[src/rtl/multicycle_control_pkg.sv]
// -----------------------------------------------------------------------------
// multicycle_control_pkg
// Shared definitions for the multi-cycle MIPS main controller:
//   - state_t     : controller state encodings (also exported on the State port)
//   - OP_*        : instruction opcode constants (IR[31:26])
//   - ALU_*       : ALUop codes, shared with the ALU control decoder
//   - decode_next : DECODE-state dispatch from opcode to the first execute state
// -----------------------------------------------------------------------------
package multicycle_control_pkg;

  typedef enum logic [3:0] {
    S_FETCH  = 4'd0,
    S_DECODE = 4'd1,
    S_MEMADR = 4'd2,
    S_MEMRD  = 4'd3,
    S_MEMWB  = 4'd4,
    S_MEMWR  = 4'd5,
    S_REXEC  = 4'd6,
    S_RWB    = 4'd7,
    S_BRANCH = 4'd8,
    S_JUMP   = 4'd9,
    S_IEXEC  = 4'd10,
    S_IWB    = 4'd11
  } state_t;

  localparam logic [5:0] OP_R    = 6'b000000;
  localparam logic [5:0] OP_LW   = 6'b100011;
  localparam logic [5:0] OP_SW   = 6'b101011;
  localparam logic [5:0] OP_BEQ  = 6'b000100;
  localparam logic [5:0] OP_J    = 6'b000010;
  localparam logic [5:0] OP_ADDI = 6'b001000;
  localparam logic [5:0] OP_ANDI = 6'b001100;
  localparam logic [5:0] OP_ORI  = 6'b001101;
  localparam logic [5:0] OP_SLTI = 6'b001010;

  localparam logic [3:0] ALU_AND   = 4'b0000;
  localparam logic [3:0] ALU_OR    = 4'b0001;
  localparam logic [3:0] ALU_ADD   = 4'b0010;
  localparam logic [3:0] ALU_SUB   = 4'b0110;
  localparam logic [3:0] ALU_SLT   = 4'b0111;
  localparam logic [3:0] ALU_RTYPE = 4'b1111;

  // Unsupported opcodes dispatch back to FETCH; the controller uses that
  // return value to recognise an illegal instruction.
  function automatic state_t decode_next(input logic [5:0] opcode);
    state_t ns;
    case (opcode)
      OP_R:                            ns = S_REXEC;
      OP_LW, OP_SW:                    ns = S_MEMADR;
      OP_BEQ:                          ns = S_BRANCH;
      OP_J:                            ns = S_JUMP;
      OP_ADDI, OP_ANDI, OP_ORI, OP_SLTI: ns = S_IEXEC;
      default:                         ns = S_FETCH;
    endcase
    return ns;
  endfunction

endpackage

[src/rtl/multicycle_control_imm_aluop_decode.sv]
// -----------------------------------------------------------------------------
// imm_aluop_decode
// Combinational map from an I-type opcode to the ALU operation used in IEXEC.
//   i_opcode : IR[31:26]
//   o_aluop  : ALU control code (ADD for anything that is not andi/ori/slti)
// -----------------------------------------------------------------------------
module imm_aluop_decode
  import multicycle_control_pkg::*;
(
  input  logic [5:0] i_opcode,
  output logic [3:0] o_aluop
);

  // Opcode to ALU operation lookup
  always_comb begin
    o_aluop = ALU_ADD;
    case (i_opcode)
      OP_ADDI: o_aluop = ALU_ADD;
      OP_ANDI: o_aluop = ALU_AND;
      OP_ORI:  o_aluop = ALU_OR;
      OP_SLTI: o_aluop = ALU_SLT;
      default: o_aluop = ALU_ADD;
    endcase
  end

endmodule

[src/rtl/multicycle_control.sv]
// -----------------------------------------------------------------------------
// multicycle_control
// Main control FSM of the multi-cycle MIPS datapath. One instruction at a time
// is sequenced through fetch/decode/execute/memory/writeback; memory states
// stall on MemReady.
//   CLK, Reset_L      : clock (rising edge), async active-low reset
//   Opcode, MemReady  : IR[31:26] and memory-access-complete handshake
//   PCWrite..ALUSrcA  : datapath write enables and 1-bit mux selects
//   ALUSrcB, PCSource : 2-bit mux selects
//   ALUop             : ALU control code (1111 = decode FuncCode)
//   State             : current state (debug)
//   InstrDone/Illegal : final-cycle pulse / unsupported-opcode pulse in DECODE
// -----------------------------------------------------------------------------
module multicycle_control
  import multicycle_control_pkg::*;
(
  input  logic       CLK,
  input  logic       Reset_L,
  input  logic [5:0] Opcode,
  input  logic       MemReady,
  output logic       PCWrite,
  output logic       PCWriteCond,
  output logic       IorD,
  output logic       MemRead,
  output logic       MemWrite,
  output logic       IRWrite,
  output logic       MemtoReg,
  output logic       RegDst,
  output logic       RegWrite,
  output logic       ALUSrcA,
  output logic [1:0] ALUSrcB,
  output logic [1:0] PCSource,
  output logic [3:0] ALUop,
  output logic [3:0] State,
  output logic       InstrDone,
  output logic       Illegal
);

  state_t     r_state;
  state_t     w_next;
  logic [3:0] w_imm_aluop;

  // Raw (ungated) enables produced by the state decode
  logic w_pcwrite, w_pcwritecond, w_memread, w_memwrite, w_irwrite;
  logic w_regwrite, w_instrdone, w_illegal;

  imm_aluop_decode u_imm_aluop_decode (
    .i_opcode (Opcode),
    .o_aluop  (w_imm_aluop)
  );

  // State register; reset forces FETCH without waiting for a clock edge
  always_ff @(posedge CLK or negedge Reset_L) begin
    if (!Reset_L) begin
      r_state <= S_FETCH;
    end else begin
      r_state <= w_next;
    end
  end

  // Next-state and Moore output decode of the current state
  always_comb begin
    w_next        = S_FETCH;
    w_pcwrite     = 1'b0;
    w_pcwritecond = 1'b0;
    w_memread     = 1'b0;
    w_memwrite    = 1'b0;
    w_irwrite     = 1'b0;
    w_regwrite    = 1'b0;
    w_instrdone   = 1'b0;
    w_illegal     = 1'b0;
    IorD          = 1'b0;
    MemtoReg      = 1'b0;
    RegDst        = 1'b0;
    ALUSrcA       = 1'b0;
    ALUSrcB       = 2'b00;
    PCSource      = 2'b00;
    ALUop         = 4'b0000;
    case (r_state)
      S_FETCH: begin
        w_memread = 1'b1;
        ALUSrcB   = 2'b01;
        ALUop     = ALU_ADD;
        // IR and PC+4 are captured only in the cycle the read completes
        w_irwrite = MemReady;
        w_pcwrite = MemReady;
        w_next    = MemReady ? S_DECODE : S_FETCH;
      end
      S_DECODE: begin
        ALUSrcB = 2'b11;
        ALUop   = ALU_ADD;
        w_next  = decode_next(Opcode);
        if (decode_next(Opcode) == S_FETCH) begin
          w_illegal   = 1'b1;
          w_instrdone = 1'b1;
        end else begin
          w_illegal   = 1'b0;
          w_instrdone = 1'b0;
        end
      end
      S_MEMADR: begin
        ALUSrcA = 1'b1;
        ALUSrcB = 2'b10;
        ALUop   = ALU_ADD;
        w_next  = (Opcode == OP_SW) ? S_MEMWR : S_MEMRD;
      end
      S_MEMRD: begin
        w_memread = 1'b1;
        IorD      = 1'b1;
        w_next    = MemReady ? S_MEMWB : S_MEMRD;
      end
      S_MEMWB: begin
        MemtoReg    = 1'b1;
        w_regwrite  = 1'b1;
        w_instrdone = 1'b1;
        w_next      = S_FETCH;
      end
      S_MEMWR: begin
        w_memwrite  = 1'b1;
        IorD        = 1'b1;
        w_instrdone = MemReady;
        w_next      = MemReady ? S_FETCH : S_MEMWR;
      end
      S_REXEC: begin
        ALUSrcA = 1'b1;
        ALUop   = ALU_RTYPE;
        w_next  = S_RWB;
      end
      S_RWB: begin
        RegDst      = 1'b1;
        w_regwrite  = 1'b1;
        w_instrdone = 1'b1;
        w_next      = S_FETCH;
      end
      S_BRANCH: begin
        ALUSrcA       = 1'b1;
        ALUop         = ALU_SUB;
        w_pcwritecond = 1'b1;
        PCSource      = 2'b01;
        w_instrdone   = 1'b1;
        w_next        = S_FETCH;
      end
      S_JUMP: begin
        w_pcwrite   = 1'b1;
        PCSource    = 2'b10;
        w_instrdone = 1'b1;
        w_next      = S_FETCH;
      end
      S_IEXEC: begin
        ALUSrcA = 1'b1;
        ALUSrcB = 2'b10;
        ALUop   = w_imm_aluop;
        w_next  = S_IWB;
      end
      S_IWB: begin
        w_regwrite  = 1'b1;
        w_instrdone = 1'b1;
        w_next      = S_FETCH;
      end
      default: begin
        // Encodings 12-15: everything low, recover to FETCH
        w_next = S_FETCH;
      end
    endcase
  end

  // Enables are forced low while reset is held even though the state already
  // reads FETCH, so nothing is written during or on entry to reset.
  assign PCWrite     = w_pcwrite     & Reset_L;
  assign PCWriteCond = w_pcwritecond & Reset_L;
  assign MemRead     = w_memread     & Reset_L;
  assign MemWrite    = w_memwrite    & Reset_L;
  assign IRWrite     = w_irwrite     & Reset_L;
  assign RegWrite    = w_regwrite    & Reset_L;
  assign InstrDone   = w_instrdone   & Reset_L;
  assign Illegal     = w_illegal     & Reset_L;
  assign State       = r_state;

endmodule

[config.mk]
export PLATFORM = sky130hd
export DESIGN_NAME = multicycle_control
export DESIGN_NICKNAME = d
export VERILOG_FILES = /design/src/rtl/multicycle_control_pkg.sv /design/src/rtl/multicycle_control_imm_aluop_decode.sv /design/src/rtl/multicycle_control.sv
export SDC_FILE = /design/constraint.sdc
export NUM_CORES = 1
export LEC_CHECK = 0
export CAP_MARGIN = 20
export CORE_MARGIN = 3
export CORE_UTILIZATION = 39
export CTS_CLUSTER_SIZE = 28
export DETAILED_ROUTE_END_ITERATION = 16
export PLACE_DENSITY = 0.76
export SLEW_MARGIN = 20
export SYNTH_ARGS = -nofsm -noshare
export SYNTH_HDL_FRONTEND = slang
export SYNTH_SLANG_ARGS = --single-unit
[constraint.sdc]
create_clock -name CLK -period 1.4 [get_ports CLK]
set_clock_uncertainty 0.1 [all_clocks]
set_input_delay 0.21 -clock CLK [delete_from_list [all_inputs] [get_ports CLK]]
set_output_delay 0.21 -clock CLK [all_outputs]
set_load 0.03 [all_outputs]
==> results of run 1 <==
[cells by family after synthesis]
kind of cell / Yosys count / synth area share [%]
AO/OA/AOI/OAI: 22 / 24.6
buffers and inverters: 7 / 6.00
XOR/XNOR: 1 / 1.31
flip-flops: 4 / 15.0
AND/OR/NAND/NOR: 57 / 53.1
[metrics by stage]
stage	hold slack, ns	setup TNS (ns)	instance area [um^2]	worst slack [ns]	std cells
floorplan	-0.186	-3.78	922	-0.470	91
global placement	0.462	-5.38	1400	-0.543	167
detailed placement	0.457	-5.94	1400	-0.612	167
[cells in the mapped netlist (3+ instances only)]
master / number / area, um^2
a21oi_1: 6 / 30.0
and2_1: 3 / 18.8
buf_2: 5 / 25.0
dfrtp_1: 4 / 100
nand2_1: 10 / 37.5
nand2b_1: 4 / 25.0
nand3_1: 4 / 20.0
nor2_1: 6 / 22.5
nor2b_1: 7 / 43.8
nor3_1: 7 / 35.0
==> impl_metrics.py, run 1 <==
metrics = {
    "run_status": {
        "status": "aborted with a tool error",
        "lastStage": "clock tree synthesis",
        "error": "[ERROR DPL-0038] Utilization greater than 100%, impossible to legalize",
    },
    "synth": {
        "async_reset_ff_share_pct": 100,
        "syn_area_per_cell_um2": 7.33,
        "netlist_instances": 91,
        "synth.distinct_cells": 40,
        "ys_ff_latch": 4,
        "syn-num-nets": 100,
        "netlist_area_um2": 667,
        "ys_seq_area_share_pct": 15.0,
        "ys_warn_count": 0,
        "ys.flop_type": "dfrtp_1",
        "synth-edff-count": 0,
    },
    "die": {
        "start_util_pct": 42.8,
        "die_w_um": 47.4,
        "die_h_um": 47.4,
        "placementRows": 14,
        "ios": 33,
    },
    "clocking": {
        "cts_sinks": 4,
        "cts_htree_levels": 1,
        "hold_buffers": 0,
        "post_cts_buffers": 11,
        "cts_buffers": 3,
        "clock_path_buffers": 2,
        "root_buffer": "clkbuf_4",
        "cts-resized-gates": 58,
    },
    "place": {
        "gp_congestion": 0.845,
        "io_buffers": 32,
        "hpwlAfterDp_um": 2220,
    },
}
==> run 2: changes to the inputs <==
--- a/config.mk
+++ b/config.mk
@@ -6,11 +6,10 @@
 export NUM_CORES = 1
 export LEC_CHECK = 0
 export CAP_MARGIN = 20
-export CORE_MARGIN = 3
-export CORE_UTILIZATION = 39
-export CTS_CLUSTER_SIZE = 28
+export CORE_AREA = 3 3 64 66
 export DETAILED_ROUTE_END_ITERATION = 16
-export PLACE_DENSITY = 0.76
+export DIE_AREA = 0 0 67 69
+export PLACE_DENSITY_LB_ADDON = 0.15
 export SLEW_MARGIN = 20
 export SYNTH_ARGS = -nofsm -noshare
 export SYNTH_HDL_FRONTEND = slang
==> impl_metrics.py, run 2 <==
metrics = {
    "run_status": {
        "status": "finished with violations",
        "violations": "negative setup slack",
    },
    "power": {
        "vdd_drop_max_mv": 0.498,
        "leakagePower_nw": 0.826,
        "powerDensity_nw_per_um2": 1790,
    },
    "synth": {
        "yosysTopAreaCellShare_pct": 15.0,
        "synth_most_common_cell": "nand2_1",
        "netlist_instances": 91,
        "yosysTopAreaCell": "dfrtp_1",
        "synth.distinct_cells": 40,
        "syn_area_per_cell_um2": 7.33,
        "ys_seq_area_share_pct": 15.0,
        "syn-num-nets": 100,
        "synth_area_leaders": "dfrtp_1 (15%), nor2b_1 (6.6%), nand2_1 (5.6%)",
        "async_reset_ff_share_pct": 100,
        "netlist_area_um2": 667,
        "ys.flop_type": "dfrtp_1",
        "synth-edff-count": 0,
        "ys_warn_count": 0,
        "yosys-top-cells-count": "nand2_1 (10), nor2b_1 (7), nor3_1 (7)",
        "ys_ff_latch": 4,
    },
    "drt": {
        "drc": 0,
        "via_per_inst": 4.61,
        "drt-wirelength-per-cell_um": 13.4,
        "dr_total_vias": 1023,
        "ant_nets": 0,
        "firstDrtPassIters": 4,
        "wirelength_um": 2980,
        "drt_iter0_markers": 16,
    },
    "layout": {
        "diodes": 0,
        "fillers": 334,
        "multi_input_area_um2": 888,
        "final_util_pct": 53.7,
        "seq_area_um2": 105,
        "largest_reg_flops": 4,
        "final_common_cell": "buf_6",
        "layout_common_cells": "buf_6 (40), buf_4 (34), nor2_4 (6)",
        "drive_above_1_share_pct": 78.7,
        "area_growth_pct": 192,
        "final_nets": 185,
    },
    "grt": {
        "antenna_found_initial": 0,
        "grt_pass1_wl_um": 4910,
        "grt_usage_pct": 13.2,
        "grt_pass1_vias": 1067,
        "grt-ovfl-total": 0,
        "grt_max_degree": 12,
    },
    "sta": {
        "rsz0062_at_grt": "yes",
        "max_slew_margin_pct": 75.8,
        "report.final.setup_viol": 26,
        "max_freq_mhz": 571,
        "layout_min_cycle_time_ns": 1.75,
        "period_share_pct": 125,
        "tightest_slew_ns": 0.361,
        "slew_viol_final": 0,
        "fin_setup_tns_ns": -6.17,
        "setup_ws_ns": -0.350,
        "hold_violations": 0,
    },
    "place": {
        "io_buffers": 32,
        "hpwlAfterDp_um": 2260,
        "gp_congestion": 0.715,
    },
    "critical_path": {
        "path_depth": 5,
        "path_max_fanout": 3,
        "timing.critical_path.buf_inv": 2,
        "cpPeakStageDelay_ns": 0.43,
        "startpoint": "State[3]$_DFF_PN0_",
        "critPathCapture": "IRWrite",
        "cp_data_required_time_ns": 1.09,
        "r2r_cells": 7,
        "r2r_end": "State[0]$_DFF_PN0_",
        "arrival_ns": 1.44,
        "r2r_slack_ns": -0.22,
        "crit_path_end_kind": "primary output",
        "crit_type": "flip-flop to primary output",
        "critPathLaunchType": "flip-flop",
        "r2r_start": "State[3]$_DFF_PN0_",
        "crit_slowest_cell": "dfrtp_2",
        "cpLargestDelayFamily": "simple AND/OR/NAND/NOR gates",
        "worstPathCellList": "nor2_4, nand2_4, buf_12, nor4b_4, buf_6",
    },
    "die": {
        "ios": 33,
        "core_area_um2": 3630,
        "placementRows": 22,
        "die_area_um2": 4620,
        "die_w_um": 67,
        "die_h_um": 69,
        "start_util_pct": 18.4,
    },
    "flow_run": {
        "max_cap_viol_count": 0,
    },
    "clocking": {
        "root_buffer": "clkbuf_8",
        "cts_tree": "done",
        "clkLatencyLatePin_ns": 0.21,
        "cts_htree_levels": 1,
        "clock_path_buffers": 2,
        "cts_buffers": 3,
        "cts_sinks": 4,
        "clk_pin_slew_worst_paths_ns": 0.03,
    },
    "worst_hold_path": {
        "min_path_type": "input pin to asynchronous set/reset pin",
    },
}
==> run 2: cell counts after synthesis <==
No cell type changed its count.
==> run 2: per-layer routing <==
| metal | global-route usage, % | vias up | part of all wire, % |
|---|---|---|---|
| met5 | 0 | - | 0 |
| met4 | 2.70 | 0 | 0 |
| met3 | 1.30 | 0 | 3.7 |
| met2 | 24.5 | 23 | 55 |
| met1 | 16.0 | 490 | 42 |
| li1 | - | 510 | - |
==> run 2: report_power, final <==
part / total (mW) / internal [mW] / switching (mW)
combinational: 3.03 / 1.58 / 1.44
clock: 0.244 / 0.183 / 0.0608
sequential: 0.231 / 0.161 / 0.0697
==> run 2: final cells by class <==
class	instances	share of cell area, %
Inverter	1	0.192
Sequential cell	4	5.39
Tap cell	48	3.08
Timing Repair Buffer	86	43.7
Clock buffer	3	2.12
Multi-Input combinational cell	80	45.5
==> run 2: logic make-up (layout without fill, tap and decap cells) <==
logic type	Yosys count	after routing	share of synthesized area, %
simple gates	57	57	53.1
compound gates	22	22	24.6
flops	4	4	15.0
xor+xnor	1	1	1.31
buf+inv	7	90	6.00
==> run 2: how the worst min path moves through the flow <==
stage | to | slack, ns | depth (start not counted) | start
final | State[0]$_DFF_PN0_ | 0.32 | 2 | Reset_L
after global routing | State[0]$_DFF_PN0_ | 0.35 | 2 | Reset_L
after CTS | State[1]$_DFF_PN0_ | 0.33 | 2 | Reset_L
after detailed placement | State[0]$_DFF_PN0_ | 0.50 | 2 | Reset_L
after global placement | State[0]$_DFF_PN0_ | 0.52 | 2 | Reset_L
after floorplan | State[0]$_DFF_PN0_ | -0.19 | 0 | Reset_L
==> run 2: metrics by stage <==
step                      power (mW)  setup WS [ns]  instances  hold slack (ns)  area (um^2)
after floorplan                 1.68         -0.470         91           -0.186          922
after global placement          2.47         -0.565        207            0.516         1500
after detailed placement        2.49         -0.558        207            0.501         1500
after CTS                       3.27         -0.356        217            0.328         1840
after global routing            3.70         -0.406        222            0.347         1950
final                           3.50         -0.350        222            0.322         1950
==> run 2: repair_timing <==
action | CTS | global route
endpoints found under the setup margin | 26 | 26
gates resized for setup | 69 | 16
pin swaps | 18 | 16
hold buffers | 0 | 0
buffers inserted | 7 | 5
(Power assumes the default switching activity.)
